## config.mk

```make
export PLATFORM = sky130hd
export DESIGN_NAME = i2c_cmd_seq
export DESIGN_NICKNAME = d
export VERILOG_FILES = /design/src/rtl/i2c_pkg.sv /design/src/rtl/i2c_cmd_fifo.sv /design/src/rtl/i2c_cmd_seq.sv
export SDC_FILE = /design/constraint.sdc
export NUM_CORES = 1
export LEC_CHECK = 0
export ABC_CLOCK_PERIOD_IN_PS = 3200
export CAP_MARGIN = 25
export CORE_UTILIZATION = 45
export CTS_CLUSTER_DIAMETER = 200
export DETAILED_ROUTE_END_ITERATION = 7
export GPL_ROUTABILITY_DRIVEN = 0
export GPL_TIMING_DRIVEN = 0
export PLACE_DENSITY_LB_ADDON = 0.15
export RECOVER_POWER = 25
export SLEW_MARGIN = 10
export SYNTH_ARGS = -nofsm -noshare
export SYNTH_HDL_FRONTEND = slang
export SYNTH_HIERARCHICAL = 1
export SYNTH_SLANG_ARGS = --single-unit
export TNS_END_PERCENT = 1
```

## constraint.sdc

```tcl
create_clock -name clk -period 3.2 [get_ports clk]
set_input_delay 0.32 -clock clk [delete_from_list [all_inputs] [get_ports clk]]
set_output_delay 0.32 -clock clk [all_outputs]
set_load 0.02 [all_outputs]
```

## src/rtl/i2c_pkg.sv

```systemverilog
// i2c_pkg: shared widths, command field offsets and sequencer state encoding
package i2c_pkg;
  localparam int ADDR_W = 7;
  localparam int MEM_W = 5;
  localparam int DATA_W = 8;
  localparam int CMD_W = 21;
  localparam int WD_LSB = 0;
  localparam int MEM_LSB = WD_LSB + DATA_W;
  localparam int RW_LSB = MEM_LSB + MEM_W;
  localparam int ADDR_LSB = RW_LSB + 1;
  localparam logic [1:0] S_IDLE = 2'd0;
  localparam logic [1:0] S_ISSUE = 2'd1;
  localparam logic [1:0] S_WAIT = 2'd2;
  localparam logic [1:0] S_RESP = 2'd3;
endpackage

```

## src/rtl/i2c_cmd_fifo.sv

```systemverilog
// i2c_cmd_fifo: synchronous first-word-fall-through FIFO with occupancy count
module i2c_cmd_fifo #(
  parameter int WIDTH = 21,
  parameter int DEPTH = 4,
  localparam int AW = $clog2(DEPTH)
) (
  input  logic             clk,
  input  logic             rst,
  input  logic             push,
  input  logic             pop,
  input  logic [WIDTH-1:0] din,
  output logic [WIDTH-1:0] dout,
  output logic             full,
  output logic             empty,
  output logic [AW:0]      level
);
  localparam logic [AW:0] FULL_LVL = DEPTH[AW:0];
  logic [WIDTH-1:0] mem [DEPTH];
  logic [AW-1:0] wp, rp;
  logic do_push, do_pop;
  assign full = level == FULL_LVL;
  assign empty = level == '0;
  assign do_push = push && !full;
  assign do_pop = pop && !empty;
  assign dout = mem[rp];
  always_ff @(posedge clk)
    if (do_push) mem[wp] <= din;
  always_ff @(posedge clk or negedge rst)
    if (!rst) begin
      wp <= '0;
      rp <= '0;
      level <= '0;
    end else begin
      wp <= do_push ? wp + 1'b1 : wp;
      rp <= do_pop ? rp + 1'b1 : rp;
      level <= level + {{AW{1'b0}}, do_push} - {{AW{1'b0}}, do_pop};
    end
endmodule

```

## src/rtl/i2c_cmd_seq.sv

```systemverilog
// i2c_cmd_seq: buffers I2C commands and issues them to the master one at a time,
// returning one response per command in order
module i2c_cmd_seq
  import i2c_pkg::*;
#(
  parameter int FIFO_DEPTH = 4,
  parameter int TIMEOUT = 16,
  localparam int LW = $clog2(FIFO_DEPTH) + 1,
  localparam int CW = $clog2(TIMEOUT)
) (
  input  logic              clk,
  input  logic              rst,
  input  logic              cmd_valid,
  output logic              cmd_ready,
  input  logic [ADDR_W-1:0] cmd_addr,
  input  logic              cmd_rw,
  input  logic [MEM_W-1:0]  cmd_mem_addr,
  input  logic [DATA_W-1:0] cmd_wdata,
  output logic              rsp_valid,
  input  logic              rsp_ready,
  output logic [DATA_W-1:0] rsp_rdata,
  output logic              rsp_ack_err,
  output logic              rsp_timeout,
  output logic              m_en,
  output logic [ADDR_W-1:0] m_addr,
  output logic              m_rw,
  output logic [MEM_W-1:0]  m_mem_addr,
  output logic [DATA_W-1:0] m_data_wr,
  input  logic [DATA_W-1:0] m_data_rd,
  input  logic              m_ack_err,
  input  logic              m_busy,
  output logic [LW-1:0]     fifo_level,
  output logic              idle
);
  localparam logic [CW-1:0] CNT_MAX = CW'(TIMEOUT - 1);
  logic [1:0] state;
  logic [CW-1:0] cnt;
  logic [CMD_W-1:0] head;
  logic empty, full, pop;
  assign cmd_ready = !full;
  assign m_en = state == S_ISSUE;
  assign rsp_valid = state == S_RESP;
  assign idle = empty && state == S_IDLE && !rsp_valid;
  // the command leaves the FIFO once the master takes it or gives up on it
  assign pop = m_en && (m_busy || cnt == CNT_MAX);
  i2c_cmd_fifo #(.WIDTH(CMD_W), .DEPTH(FIFO_DEPTH)) u_fifo (
    .clk,
    .rst,
    .push(cmd_valid && cmd_ready),
    .pop,
    .din({cmd_addr, cmd_rw, cmd_mem_addr, cmd_wdata}),
    .dout(head),
    .full,
    .empty,
    .level(fifo_level)
  );
  always_ff @(posedge clk or negedge rst)
    if (!rst) begin
      state <= S_IDLE;
      cnt <= '0;
      m_addr <= '0;
      m_rw <= 1'b0;
      m_mem_addr <= '0;
      m_data_wr <= '0;
      rsp_rdata <= '0;
      rsp_ack_err <= 1'b0;
      rsp_timeout <= 1'b0;
    end else begin
      case (state)
        S_IDLE:
          if (!empty && !m_busy) begin
            state <= S_ISSUE;
            cnt <= '0;
            m_addr <= head[ADDR_LSB +: ADDR_W];
            m_rw <= head[RW_LSB];
            m_mem_addr <= head[MEM_LSB +: MEM_W];
            m_data_wr <= head[WD_LSB +: DATA_W];
          end
        S_ISSUE:
          if (m_busy) begin
            state <= S_WAIT;
            cnt <= '0;
          end else if (cnt == CNT_MAX) begin
            state <= S_RESP;
            rsp_rdata <= '0;
            rsp_ack_err <= 1'b0;
            rsp_timeout <= 1'b1;
          end else cnt <= cnt + 1'b1;
        S_WAIT:
          if (!m_busy) begin
            state <= S_RESP;
            rsp_rdata <= m_rw ? '0 : m_data_rd;
            rsp_ack_err <= m_ack_err;
            rsp_timeout <= 1'b0;
          end
        default:
          if (rsp_ready) state <= S_IDLE;
      endcase
    end
endmodule

```

==> results.tsv <==
metric	value	unit
cts.htree.levels	4	
hold_class	primary input to flop	
vias	2899	
n_antenna_cell	0	
setup_violations	0	
ys.flop_type	edfxtp_1	
critPathCaptureType	flop	
tightest_slew	618	ps
grt_use_total	17.8	%
path_delay_family	adder cells	
clkTransAtPathRegs	50	ps
start_kind	flop	
timing.final.crit_period	2650	ps
cp_slowest_stage_delay	440	ps
syn_inst	300	
finalNetCount	446	
critPathMaxFanout	8	
drc	0	
rows	39	
synth_top_area_share	48.0	%
grt.overflow.total	0	
die_w	110	um
path_cells	inv_1, ha_1, inv_1, nor2_1, o31ai_1, inv_1, ha_1, inv_1, ha_1, fa_1, xnor2_1, xnor2_1	
drtIter0Drc	122	
ant_nets	0	
critical_path_class	flop to flop	
worstPathRequired	3520	ps
drt-total-wl	9650	um
yosysWarnings	6	
rsz0062_at_grt	no	
timing.hold.ws	323	ps
cts_tree	yes	
maxSlewViolCount	0	
netlist-cell-type-count	38	
reg2reg_slack	550	ps
syn_area	5260	sq um
port_buffers	71	
dp_hpwl	6470	um
crit_path_frequent_cell	inv_1	
coreArea	11400	sq um
dr.pass1.iters	5	
grt_pass1_wl	15200	um
initial_core_util	46.0	%
ys_seq_area_share	69.0	%
root_buffer	clkbuf_16	
grt_pass1_vias	2910	
cp.buffers_inverters	4	
via_per_inst	5.25	
cts_buffers	17	
io_pins	73	
p_leak	2.54	nW
outcome	finished, final reports clean	
vdd_drop_max	0.000503	V
synth.largest_area_cell	edfxtp_1	
ys_ff_latch	128	
grt_start_max_net_pins	33	
arrival	2960	ps
hold_viol	0	
synthesis.nets	350	
layout-drive-gt1-share	22.5	%
max_slew_margin	58.8	%
die_area	12100	sq um
synthTopCellsByArea	edfxtp_1 (48%), dfrtp_1 (21%), mux4_2 (7.7%)	
antenna_found_initial	0	
die-height	110	um
crit_path_top_delay_cell	dfrtp_1	
cts_setup_buffers	0	
period_share	82.7	%
clock_path_buffers	2	
wl_per_cell	17.5	um
finalSetupTns	0	ps
area_growth	29.8	%
fin_worst_skew	8.36	ps
cap_violations	0	
synth-async-reset-ratio	34.4	%
clock_sink_count	128	
synth_enable_flop_cells	84	
syn_area_per_cell	17.5	sq um
clock_latency	410	ps
powerDensity	970	nW/um^2
fmax	378	MHz
==> placed cells by master (no fill, tap or decap), drive strengths merged, types with 2 or more instances in the layout <==
cell,count
inv,12
nor3b,2
dlygate4sd3,20
a21oi,5
buf,16
nand3,3
clkdlybuf4s50,51
nand4bb,2
mux4,21
dfrtp,44
nand2b,7
o211ai,2
clkbuf,21
mux2,23
edfxtp,84
xnor2,4
o21ai,19
nor2b,2
and3b,4
nand2,24
nor2,7
clkinv,7
ha,14
nor3,3
clkinvlp,2
==> kinds of logic after synthesis <==
logic type / count (synthesis) / synth area share (%)
DFF: 128 / 69.0
and+or+nand+nor: 57 / 6.33
muxes: 44 / 14.1
AOI/OAI and AO/OA: 31 / 3.43
buffers and inverters: 21 / 2.76
adders and majority gates: 15 / 3.71
xor gates and xnor gates: 4 / 0.667
==> final cells by class <==
| cell class | count | area (sq um) |
|---|---|---|
| Buffer | 10 | 104 |
| Sequential cell | 128 | 3620 |
| Clock inverter | 11 | 111 |
| Fill cell | 898 | 4600 |
| Multi-Input combinational cell | 151 | 1490 |
| Inverter | 11 | 41.3 |
| Tap cell | 143 | 179 |
| Timing Repair Buffer | 77 | 833 |
| Clock buffer | 21 | 440 |
==> layer usage <==
layer | up-vias | global-route usage (%) | routed length [um]
met2 | 80 | 28.7 | 4860
met4 | 0 | 8.86 | 201
met5 | - | 0 | 0
met3 | 14 | 4.35 | 412
met1 | 1458 | 22.5 | 4170
li1 | 1347 | - | -
==> cell usage after synthesis, drive strengths merged, types with 3 or more instances <==
library cell,instances
edfxtp,84
dfrtp,44
nand2,24
mux2,23
mux4,21
o21ai,19
ha,14
inv,11
buf,10
nand2b,7
nor2,7
a21oi,5
and3b,4
xnor2,4
nand3,3
nor3,3
==> worst paths after layout <==
check,startpoint,endpoint,cells past startpoint
setup / recovery,state[1],u_fifo/level[2],12
hold / removal,m_busy,rsp_timeout,3
setup reg to reg,state[1],u_fifo/level[2],12
hold reg to reg,rsp_rdata[7],rsp_rdata[7],2
max in group asynchronous,rst,state[1],3
min in group asynchronous,rst,m_data_wr[7],2
==> per-stage QoR <==
stage          utilization [%]  power (mW)  setup WS (ps)  instances  instance area (sq um)
4_1_cts                   59.7        6.71            522        552                   6820
3_3_place_gp              53.8        4.78            314        514                   6140
3_5_place_dp              54.8        4.92            529        519                   6260
5_1_grt                   59.7        7.00            309        552                   6820
6_report                  59.7        6.61            554        552                   6820
2_1_floorplan                -        3.99            790        300                   5260
==> timing repair <==
item / in CTS / in global routing
hold buffers: 1 / 0
resized for setup: 0 / 0
endpoints found under the hold margin: 12 / 0
==> worst min-delay path, cell delays in order <==
cell and delay (ps):
buf_2 190, o21ai_0 110, o21ai_0 70
==> registers in the layout, indices dropped and copies added, names as in the netlist, 2 cells and up <==
register and count:
cnt 4, u_fifo/mem 84, state 2, rsp_rdata 8, u_fifo/rp 2, u_fifo/level 3
m_addr 7, m_data_wr 8, u_fifo/wp 2, m_mem_addr 5
==> where the power goes <==
part | total [mW] | internal [mW] | switching [mW]
Clock | 1.76 | 1.07 | 0.688
Sequential | 2.50 | 2.26 | 0.238
Combinational | 2.36 | 1.22 | 1.13
Power figures use the tool's default switching activity.
